File: config.mk
export PLATFORM = sky130hd
export DESIGN_NAME = branch_predictor_flat
export DESIGN_NICKNAME = d
export VERILOG_FILES = /design/src/rtl/branch_predictor_if.sv /design/src/rtl/branch_predictor.sv /design/src/flat_wrapper.sv
export SDC_FILE = /design/constraint.sdc
export NUM_CORES = 1
export LEC_CHECK = 0
export ABC_AREA = 0
export BUFFER_PORTS_ARGS = -buffer_cell sky130_fd_sc_hd__buf_2
export CAP_MARGIN = 20
export CORE_MARGIN = 1.5
export CORE_UTILIZATION = 52
export CTS_CLUSTER_SIZE = 40
export DETAILED_ROUTE_END_ITERATION = 8
export GPL_ROUTABILITY_DRIVEN = 0
export GPL_TIMING_DRIVEN = 1
export MAX_ROUTING_LAYER = met4
export PLACE_DENSITY = 0.73
export RECOVER_POWER = 50
export SYNTH_ARGS = -nofsm -noshare
export SYNTH_HDL_FRONTEND = slang
export SYNTH_SLANG_ARGS = --single-unit
File: constraint.sdc
create_clock -name clk -period 6.33 [get_ports clk]
set_input_delay 1.266 -clock clk [delete_from_list [all_inputs] [get_ports clk]]
set_output_delay 1.266 -clock clk [all_outputs]
set_load 0.01 [all_outputs]
File: src/rtl/branch_predictor_if.sv
// Pipeline-side bundle for the branch predictor: ID fetch/prediction, MEM resolve/recovery
// and statistics outputs. The master is the pipeline; the slave is branch_predictor.
interface branch_predictor_if;
  // Qualifier semantics: valid_ID qualifies pc_ID/ir_ID in the same cycle, resolve_MEM
  // qualifies actual_MEM/target_MEM in the same cycle; there is no backpressure, and
  // stall/flush_* from the hazard unit act at the next rising clock edge.
  logic        valid_ID;
  logic [31:0] pc_ID;
  logic [31:0] ir_ID;
  logic        stall;
  logic        flush_IDEX;
  logic        flush_EXMEM;
  logic        resolve_MEM;
  logic        actual_MEM;
  logic [31:0] target_MEM;
  logic        BP_ID;
  logic [31:0] pc_BP;
  logic        miss_MEM;
  logic [31:0] pc_fix;
  logic [31:0] stat_br;
  logic [31:0] stat_miss;

  modport master (
    output valid_ID, pc_ID, ir_ID, stall, flush_IDEX, flush_EXMEM,
           resolve_MEM, actual_MEM, target_MEM,
    input  BP_ID, pc_BP, miss_MEM, pc_fix, stat_br, stat_miss
  );

  modport slave (
    input  valid_ID, pc_ID, ir_ID, stall, flush_IDEX, flush_EXMEM,
           resolve_MEM, actual_MEM, target_MEM,
    output BP_ID, pc_BP, miss_MEM, pc_fix, stat_br, stat_miss
  );
endinterface

File: src/rtl/branch_predictor.sv
// Bimodal 2-bit branch predictor with EX/MEM tracking and MEM-stage misprediction recovery.
// Define BP_STATS_EN to build the stat_br/stat_miss counters; otherwise both read as 0.
module branch_predictor #(
  parameter int IDX_W = 6
) (
  input  logic                clk,
  input  logic                rst_n,
  branch_predictor_if.slave   bus
);
  localparam int ENTRIES = 1 << IDX_W;

  logic [1:0]  bht [ENTRIES];

  logic        is_b;
  logic        is_jal;
  logic [31:0] b_off;
  logic [31:0] j_off;
  logic [31:0] word_off;
  logic [1:0]  id_ctr;

  logic        ex_valid, ex_isb, ex_pred;
  logic [31:0] ex_pc;
  logic        mem_valid, mem_isb, mem_pred;
  logic [31:0] mem_pc;

  logic        upd;
  logic [1:0]  upd_ctr;
  logic [1:0]  upd_next;

  assign is_b   = (bus.ir_ID[6:0] == 7'b1100011);
  assign is_jal = (bus.ir_ID[6:0] == 7'b1101111);

  // Byte offsets, then arithmetic shift to word units since PCs are word-addressed.
  assign b_off = {{20{bus.ir_ID[31]}}, bus.ir_ID[7], bus.ir_ID[30:25], bus.ir_ID[11:8], 1'b0};
  assign j_off = {{12{bus.ir_ID[31]}}, bus.ir_ID[19:12], bus.ir_ID[20], bus.ir_ID[30:21], 1'b0};

  always_comb begin
    word_off = 32'd1;
    if (is_b)        word_off = {{2{b_off[31]}}, b_off[31:2]};
    else if (is_jal) word_off = {{2{j_off[31]}}, j_off[31:2]};
  end

  assign id_ctr     = bht[bus.pc_ID[IDX_W-1:0]];
  assign bus.pc_BP  = bus.pc_ID + word_off;
  assign bus.BP_ID  = bus.valid_ID & ~bus.stall & (is_jal | (is_b & id_ctr[1]));

  assign bus.miss_MEM = mem_valid & bus.resolve_MEM & (bus.actual_MEM != mem_pred);
  assign bus.pc_fix   = bus.actual_MEM ? bus.target_MEM : (mem_pc + 32'd1);

  assign upd     = mem_valid & mem_isb & bus.resolve_MEM;
  assign upd_ctr = bht[mem_pc[IDX_W-1:0]];

  always_comb begin
    upd_next = upd_ctr;
    if (bus.actual_MEM) begin
      if (upd_ctr != 2'b11) upd_next = upd_ctr + 2'b01;
    end else begin
      if (upd_ctr != 2'b00) upd_next = upd_ctr - 2'b01;
    end
  end

  always_ff @(posedge clk or negedge rst_n) begin
    if (!rst_n) begin
      ex_valid  <= 1'b0;
      ex_isb    <= 1'b0;
      ex_pred   <= 1'b0;
      ex_pc     <= '0;
      mem_valid <= 1'b0;
      mem_isb   <= 1'b0;
      mem_pred  <= 1'b0;
      mem_pc    <= '0;
    end else begin
      ex_valid  <= bus.valid_ID & ~bus.stall & ~bus.flush_IDEX;
      ex_isb    <= is_b;
      ex_pred   <= bus.BP_ID;
      ex_pc     <= bus.pc_ID;
      mem_valid <= ex_valid & ~bus.flush_EXMEM;
      mem_isb   <= ex_isb;
      mem_pred  <= ex_pred;
      mem_pc    <= ex_pc;
    end
  end

  // The ID read is combinational off the array, so a same-cycle update is not bypassed.
  always_ff @(posedge clk or negedge rst_n) begin
    if (!rst_n) begin
      for (int i = 0; i < ENTRIES; i++) bht[i] <= 2'b01;
    end else if (upd) begin
      bht[mem_pc[IDX_W-1:0]] <= upd_next;
    end
  end

`ifdef BP_STATS_EN
  logic [31:0] stat_br_q;
  logic [31:0] stat_miss_q;

  always_ff @(posedge clk or negedge rst_n) begin
    if (!rst_n) begin
      stat_br_q   <= '0;
      stat_miss_q <= '0;
    end else begin
      if (upd)          stat_br_q   <= stat_br_q + 32'd1;
      if (bus.miss_MEM) stat_miss_q <= stat_miss_q + 32'd1;
    end
  end

  assign bus.stat_br   = stat_br_q;
  assign bus.stat_miss = stat_miss_q;
`else
  assign bus.stat_br   = '0;
  assign bus.stat_miss = '0;
`endif
endmodule

File: src/flat_wrapper.sv
// flat-port wrapper written by rule: the top's interface ports become plain ports
module branch_predictor_flat 
#(
  parameter int IDX_W = 6
)
  (clk, rst_n, bus_valid_ID, bus_pc_ID, bus_ir_ID, bus_stall, bus_flush_IDEX, bus_flush_EXMEM, bus_resolve_MEM, bus_actual_MEM, bus_target_MEM, bus_BP_ID, bus_pc_BP, bus_miss_MEM, bus_pc_fix, bus_stat_br, bus_stat_miss);
  branch_predictor_if bus_i ();
  input  logic clk;
  input  logic rst_n;
  input wire logic [$bits(bus_i.valid_ID)-1:0] bus_valid_ID;
  input wire logic [$bits(bus_i.pc_ID)-1:0] bus_pc_ID;
  input wire logic [$bits(bus_i.ir_ID)-1:0] bus_ir_ID;
  input wire logic [$bits(bus_i.stall)-1:0] bus_stall;
  input wire logic [$bits(bus_i.flush_IDEX)-1:0] bus_flush_IDEX;
  input wire logic [$bits(bus_i.flush_EXMEM)-1:0] bus_flush_EXMEM;
  input wire logic [$bits(bus_i.resolve_MEM)-1:0] bus_resolve_MEM;
  input wire logic [$bits(bus_i.actual_MEM)-1:0] bus_actual_MEM;
  input wire logic [$bits(bus_i.target_MEM)-1:0] bus_target_MEM;
  output wire logic [$bits(bus_i.BP_ID)-1:0] bus_BP_ID;
  output wire logic [$bits(bus_i.pc_BP)-1:0] bus_pc_BP;
  output wire logic [$bits(bus_i.miss_MEM)-1:0] bus_miss_MEM;
  output wire logic [$bits(bus_i.pc_fix)-1:0] bus_pc_fix;
  output wire logic [$bits(bus_i.stat_br)-1:0] bus_stat_br;
  output wire logic [$bits(bus_i.stat_miss)-1:0] bus_stat_miss;
  assign bus_i.valid_ID = bus_valid_ID;
  assign bus_i.pc_ID = bus_pc_ID;
  assign bus_i.ir_ID = bus_ir_ID;
  assign bus_i.stall = bus_stall;
  assign bus_i.flush_IDEX = bus_flush_IDEX;
  assign bus_i.flush_EXMEM = bus_flush_EXMEM;
  assign bus_i.resolve_MEM = bus_resolve_MEM;
  assign bus_i.actual_MEM = bus_actual_MEM;
  assign bus_i.target_MEM = bus_target_MEM;
  assign bus_BP_ID = bus_i.BP_ID;
  assign bus_pc_BP = bus_i.pc_BP;
  assign bus_miss_MEM = bus_i.miss_MEM;
  assign bus_pc_fix = bus_i.pc_fix;
  assign bus_stat_br = bus_i.stat_br;
  assign bus_stat_miss = bus_i.stat_miss;
  branch_predictor #(.IDX_W(IDX_W)) u_core (.clk(clk), .rst_n(rst_n), .bus(bus_i));
endmodule
==> metrics, run 1 <==
Cells after Synth around 1100; Slew headroom -179%; CTS tree done; Setup crit end bus_BP_ID; final cell count without fillers roughly 1600; post-route ant nets 0; Post-DP Area ~12000 um^2; cts bufs inserted 17; met2 global-route usage roughly two fifths; Max-cap violations 2; largest net degree at the start of global routing 81; post-route design area ~13000 um^2; Std-Cell Rows 54; Post-Route Skew 0.0104 ns; CP required ~5.1 ns; R2R setup slack around 2.2 ns; layout cells sized above 1 28.5%; GR Util met1 approximately a third; Die W ~150 um; Seq cells post-synth between 150 and 200; root buf cell clkbuf_16; Max Freq between 0.15 and 0.2 GHz; Final Cycle Share between 90% and 100%; post-layout min period 6.00 ns; routed wire length between 20 and 30 mm; drt first pass iters 6; nets 1424; type of origin of the critical path input port; Core Region 21800 um^2; critical path class in -> out; worst slew pin tran 4.19 ns; initial antenna violation count 0; Die H about 150 um; FF-to-FF Start u_core.mem_pc[2]$_DFF_PN0_; Final setup viols 0; Iter 0 DRT Violations approximately 800; Post-synth EDFFs 0; met3 usage between 3 and 4%; count of different cell masters after synthesis 62; Cell Pwr Density roughly 210 nW/um^2; first-pass GRT wire length 46.8 mm; clock sink count roughly 200; Total Power ~0.0027 W; worst path cell trace buf_2, clkbuf_1, mux4_2, mux4_2, mux4_2, a21oi_1, nor2_1, buf_2; R2R Path End u_core.bht[57]$_DFFE_PN0P_; crit path max-delay cell type clkbuf_1; r2r worst-path depth 11; full die area approximately 23000 um^2; worst stage delay on the critical path approximately 1.2 ns; Max Slew Vio Count just under 100; Worst Hold Class reg -> reg; # fillers between 1500 and 2000; VDD IR max roughly 0.18 mV; Cell Area, Synth roughly 12000 um^2; clk_lat worst skew ~0.44 ns; number of I/O port buffers around 170; Avg Cell Area, Syn about 10 um^2; number of global-route vias before repair 8891; area delta synth->final 12.1%; Final Hold Fails 0; worst setup path start bus_pc_ID[0]; setup TNS 0 ns; Final Core Density between 50% and 60%; busiest grt layer met2; vias per inst 5.78; outcome complete, but fails checks; initial core utilization 53.0%; CTS hold repair buffers 0; most frequent CP cell mux4_2; top-level I/O count 234; worst path arrival time 4.74 ns; HPWL after detailed placement between 20 and 25 mm; number of H-tree levels 4; cell count after placement roughly 1500; Worst-path clk slew about 0.07 ns; Routed WL per cell between 15 and 20 um; gr ovfl total 0; clk buf depth 2; Leak Pwr around 5.8 nW; CP max FO 17; GRT Total Usage between 20% and 30%; Yosys warnings 0; detailed-route via count between 9000 and 10000; # diodes 0; Remaining DRCs 0; prevailing post-synth register cell dfrtp_1; failing checks max-capacitance violations, max-slew violations; Worst setup EP type primary output; Seq/Total Area, Yosys around 44%; Post-synth ARST share between 90% and 100%; RSZ-0062 raised after global routing false
==> cells by family (layout without fill, tap and decap cells) <==
family                   after synthesis  after routing  synth area share (%)
AND/OR/NAND/NOR                      350            350                  13.8
AO/OA/AOI/OAI                        239            239                  12.2
flip-flops                           198            198                  43.7
buffers and inverters                129            231                  7.12
multiplexers                         124            124                  15.0
XOR/XNOR                              61             61                  4.63
adder cells (fa/ha/maj)               33             33                  3.65
other                                  1             64                0.0325
==> final cells by class <==
class | instances | area [um^2] | share of cell area [%]
Sequential cell | 198 | 5040 | 39.0
Timing Repair Buffer | 185 | 945 | 7.31
Clock inverter | 13 | 135 | 1.05
Inverter | 14 | 52.6 | 0.407
Tap cell | 280 | 350 | 2.71
Multi-Input combinational cell | 871 | 5950 | 46.0
Clock buffer | 19 | 453 | 3.51
==> flip-flops by register name, summed over array words and instances (netlist names) <==
signal,count
u_core.mem_pred,1
u_core.mem_valid,1
u_core.ex_pc,32
u_core.ex_isb,1
u_core.mem_isb,1
u_core.ex_valid,1
u_core.mem_pc,32
u_core.ex_pred,1
u_core.bht,128
==> timing repair <==
action,4_1_cts,5_1_grt
pin swaps,0,2
resized for setup,2,8
setup buffers,0,1
endpoints found under the setup margin,1,12
==> layout by cell type (no fill, tap or decap), types with 6 or more instances in the layout <==
| cell type | synthesis | layout |
|---|---|---|
| buf_2 | 20 | 139 |
| nand3_1 | 24 | 24 |
| clkbuf_1 | 20 | 29 |
| xor2_1 | 29 | 29 |
| nand2b_1 | 8 | 8 |
| a221oi_1 | 6 | 6 |
| mux2_2 | 68 | 68 |
| conb_1 | 1 | 64 |
| and3_1 | 9 | 9 |
| a21o_1 | 17 | 17 |
| nor2b_1 | 15 | 15 |
| nand4_1 | 10 | 10 |
| o21ai_1 | 13 | 15 |
| xnor2_1 | 32 | 32 |
| o21ai_0 | 84 | 82 |
| mux2i_1 | 24 | 24 |
| and2_1 | 8 | 7 |
| mux4_2 | 32 | 32 |
| ha_1 | 32 | 32 |
| a31oi_1 | 7 | 6 |
| a21oi_1 | 68 | 68 |
| dfstp_2 | 64 | 64 |
| nor2_1 | 82 | 81 |
| nor3_1 | 9 | 8 |
| buf_4 | 67 | 16 |
| inv_1 | 14 | 14 |
| nand2_1 | 159 | 159 |
| dfrtp_1 | 134 | 133 |
| a22oi_1 | 6 | 6 |
| clkbuf_16 | 0 | 17 |
==> worst min-delay path by stage <==
| stage | to | from | cells past startpoint | slack (ns) |
|---|---|---|---|---|
| 2_1_floorplan | u_core.mem_isb$_DFF_PN0_ | u_core.ex_isb$_DFF_PN0_ | 0 | 0.33 |
| 3_3_place_gp | u_core.mem_pc[15]$_DFF_PN0_ | u_core.ex_pc[15]$_DFF_PN0_ | 0 | 0.33 |
| 3_5_place_dp | u_core.mem_pc[10]$_DFF_PN0_ | u_core.ex_pc[10]$_DFF_PN0_ | 0 | 0.33 |
| 4_1_cts | u_core.mem_pc[23]$_DFF_PN0_ | u_core.ex_pc[23]$_DFF_PN0_ | 0 | 0.35 |
| 5_1_grt | u_core.mem_pc[5]$_DFF_PN0_ | u_core.ex_pc[5]$_DFF_PN0_ | 0 | 0.35 |
| 6_report | u_core.mem_pc[25]$_DFF_PN0_ | u_core.ex_pc[25]$_DFF_PN0_ | 0 | 0.35 |
==> cells in the mapped netlist, drive strengths merged, types with 6 or more instances <==
cell type	n	share of area [%]
nand2	159	5.2
dfrtp	134	29
o21ai	97	4.2
buf	95	6.0
nor2	83	2.7
a21oi	69	3.0
mux2	68	6.6
dfstp	64	15
ha	32	3.5
mux4	32	6.3
xnor2	32	2.4
xor2	29	2.2
mux2i	24	2.1
nand3	24	1.0
clkbuf	20	0.65
a21o	17	1.1
nor2b	15	0.81
inv	14	0.46
nand4	10	0.54
and2	9	0.49
and3	9	0.49
nor3	9	0.39
nand2b	8	0.43
a31oi	7	0.38
a221oi	6	0.46
a22oi	6	0.39
o22ai	6	0.33
==> metal layers <==
metal  routed length, um  part of all wire (%)
met4                 977                   3.4
met1               12300                    42
met2               13700                    47
met3                1940                   6.7
met5                   0                     0
==> critical path, delay by kind of cell <==
family / cells / cell delay [ns]
AO/OA/AOI/OAI: 1 / 0.19
buffers and inverters: 3 / 1.44
multiplexers: 3 / 1.72
AND/OR/NAND/NOR: 1 / 0.10
==> power breakdown <==
group	switching [W]	total, W	leakage, nW	internal (W)
clock	0.000505	0.00108	0.283	0.000577
sequential	0.0000180	0.00131	2.38	0.00129
combinational	0.000202	0.000306	3.14	0.000104
==> through the flow <==
step	hold slack, ns	worst slack (ns)
CTS	0.348	0.0499
detailed placement	0.335	0.0178
floorplan	0.331	0.474
finish	0.348	0.325
global route	0.352	0.0302
global placement	0.331	0.122
Power figures use the tool's default switching activity.
==> inputs of run 2 (changes only) <==
Settings changed: CORE_ASPECT_RATIO from default to 1.5.
==> run 2 against run 1 <==
Net effect:
- the flow now finishes without violations
- non-clock buffer count down 1
- worst setup slack worse by 0.19 ns
- routed wire length up 3.3%
- clock-buffer cell count down 1
- global-route usage up 0.24 points
- die area about the same
- clock skew up 0.0035 ns
- final cell count down 0.57%
- fmax down 3.0%
- critical path depth up 10
==> metrics, run 2 (synthesized netlist as in run 1, its figures left out) <==
Max Freq about 0.16 GHz; CTS tree done; Routed WL per cell approximately 19 um; clk buf depth 2; detailed-route via count slightly above 9000; root buf cell clkbuf_16; Leak Pwr 5.82 nW; CP max FO 6; most common cell after layout, fill and taps aside nand2_1; Biggest register u_core.bht; post-layout min period 6.19 ns; max reg flops around 130; type of origin of the critical path input port; commonest non-fill, non-tap cells in the layout 159 x nand2_1, 148 x buf_2, 133 x dfrtp_1; GRT Total Usage 26.6%; Worst Hold Class reg -> reg; first-pass GRT wire length 46.1 mm; vias per inst about 5.8; VDD IR max 0.204 mV; Worst setup EP type primary output; HP Start u_core.ex_pc[18]$_DFF_PN0_; # diodes 0; critical path class in -> out; GR Util met1 between 20% and 30%; largest net degree at the start of global routing 88; drt first pass iters 6; layout cells sized above 1 between 20% and 30%; final worst setup slack between 0.1 and 0.15 ns; initial antenna violation count 0; Die H 185 um; Std-Cell Rows between 60 and 70; number of global-route vias before repair about 8800; met3 usage under 10%; top-level I/O count about 230; area delta synth->final 12.1%; worst slew pin tran approximately 1.1 ns; full die area 23100 um^2; Post-Route Skew 0.0139 ns; worst path arrival time 4.92 ns; crit path max-delay cell type o22ai_1; Cell Pwr Density ~210 nW/um^2; number of I/O port buffers ~170; number of H-tree levels 4; post-route ant nets 0; RSZ-0062 raised after global routing true; Core Region 21700 um^2; worst stage delay on the critical path 0.35 ns; gr ovfl total 0; Final Cycle Share between 90% and 100%; Die W 125 um; Worst-path clk slew approximately 0.070 ns; FF-to-FF Start u_core.mem_pc[1]$_DFF_PN0_; Max-cap violations 0; Slew headroom roughly a quarter; clock sink count roughly 200; DP Worst Slack ~0.0067 ns; outcome finished, final reports clean; cts bufs inserted 17; routed wire length between 20 and 30 mm; hold_ws between 0.3 and 0.4 ns; Final Hold Fails 0; Final setup viols 0; Regs by FF count u_core.bht x128, u_core.ex_pc x32, u_core.mem_pc x32; nets roughly 1400; Max Slew Vio Count 0; clk_lat worst skew 0.45 ns; met2 global-route usage a little under half; worst path cell trace buf_2, nor2b_1, nand4_1, nor2_2, a21oi_1, ha_1, inv_1, fa_1, nor2b_1, o31a_1, o22ai_1, o21ai_1, a31oi_2, o21ai_0, a211o_1, a21oi_1, xnor2_1, buf_2; Iter 0 DRT Violations 717; CP required between 5 and 6 ns; Remaining DRCs 0; HPWL after detailed placement around 22 mm; initial core utilization approximately 53%; worst setup path start bus_ir_ID[4]; busiest grt layer met2
==> run 2: cell types whose count changed in the layout (fill, tap and decap cells not counted), sizes merged <==
cell	previous run	this run
buf	156	165
clkbuf	48	37
clkinv	1	4
clkinvlp	3	4
inv	22	19
==> run 2: cell type report <==
type                            count  area (um^2)
Tap cell                          272          340
Multi-Input combinational cell    871         5950
Inverter                           14         52.6
Clock buffer                       18          429
Fill cell                        1872         8800
Sequential cell                   198         5040
Timing Repair Buffer              184          970
Clock inverter                     14          144
==> run 2: per-layer routing <==
metal / vias up / part of all wire [%]
li1: 4186 / -
met1: 4408 / 37
met3: 100 / 6.6
met2: 429 / 52
met4: 0 / 4.4
met5: - / 0
==> run 2: path summary, 6_finish.rpt <==
check / to / slack (ns) / cells past startpoint
hold / removal: u_core.mem_pc[18]$_DFF_PN0_ / 0.35 / 0
max in group asynchronous: u_core.mem_pc[2]$_DFF_PN0_ / 4.19 / 2
hold reg to reg: u_core.mem_pc[18]$_DFF_PN0_ / 0.35 / 0
setup / recovery: bus_pc_BP[30] / 0.14 / 18
min in group asynchronous: u_core.ex_valid$_DFF_PN0_ / 0.86 / 1
setup reg to reg: u_core.bht[9]$_DFFE_PN0P_ / 1.93 / 10
==> run 2: worst max-delay path, delay by kind of cell <==
family | cells | cell delay (ns)
AND/OR/NAND/NOR | 4 | 0.75
AO/OA/AOI/OAI | 8 | 2.01
XOR/XNOR | 1 | 0.13
buffers and inverters | 3 | 0.31
adder cells (fa/ha/maj) | 2 | 0.44
==> run 2: stage by stage <==
step	cells	power (W)	util (%)	instance area [um^2]	setup TNS, ns
2_1_floorplan	1198	0.00153	-	11800	0
3_3_place_gp	1538	0.00163	56.7	12300	0
3_5_place_dp	1538	0.00163	56.7	12300	0
4_1_cts	1570	0.00268	59.4	12900	0
5_1_grt	1571	0.00277	59.5	12900	-0.0552
6_report	1571	0.00267	59.5	12900	0
==> run 2: where the power goes <==
group | internal (W) | switching, W | leakage, nW
registers | 0.00129 | 0.0000212 | 2.38
clock network | 0.000553 | 0.000503 | 0.268
logic | 0.000107 | 0.000200 | 3.17
total | 0.00195 | 0.000724 | 5.82
==> run 2: repair_timing <==
action / in CTS / in global routing
gates resized for setup: 2 / 6
pin swaps: 0 / 1
hold buffers: 0 / 0
endpoints found under the setup margin: 1 / 7
endpoints found under the hold margin: 0 / 0
cloned: 0 / 0
buffers inserted: 0 / 0
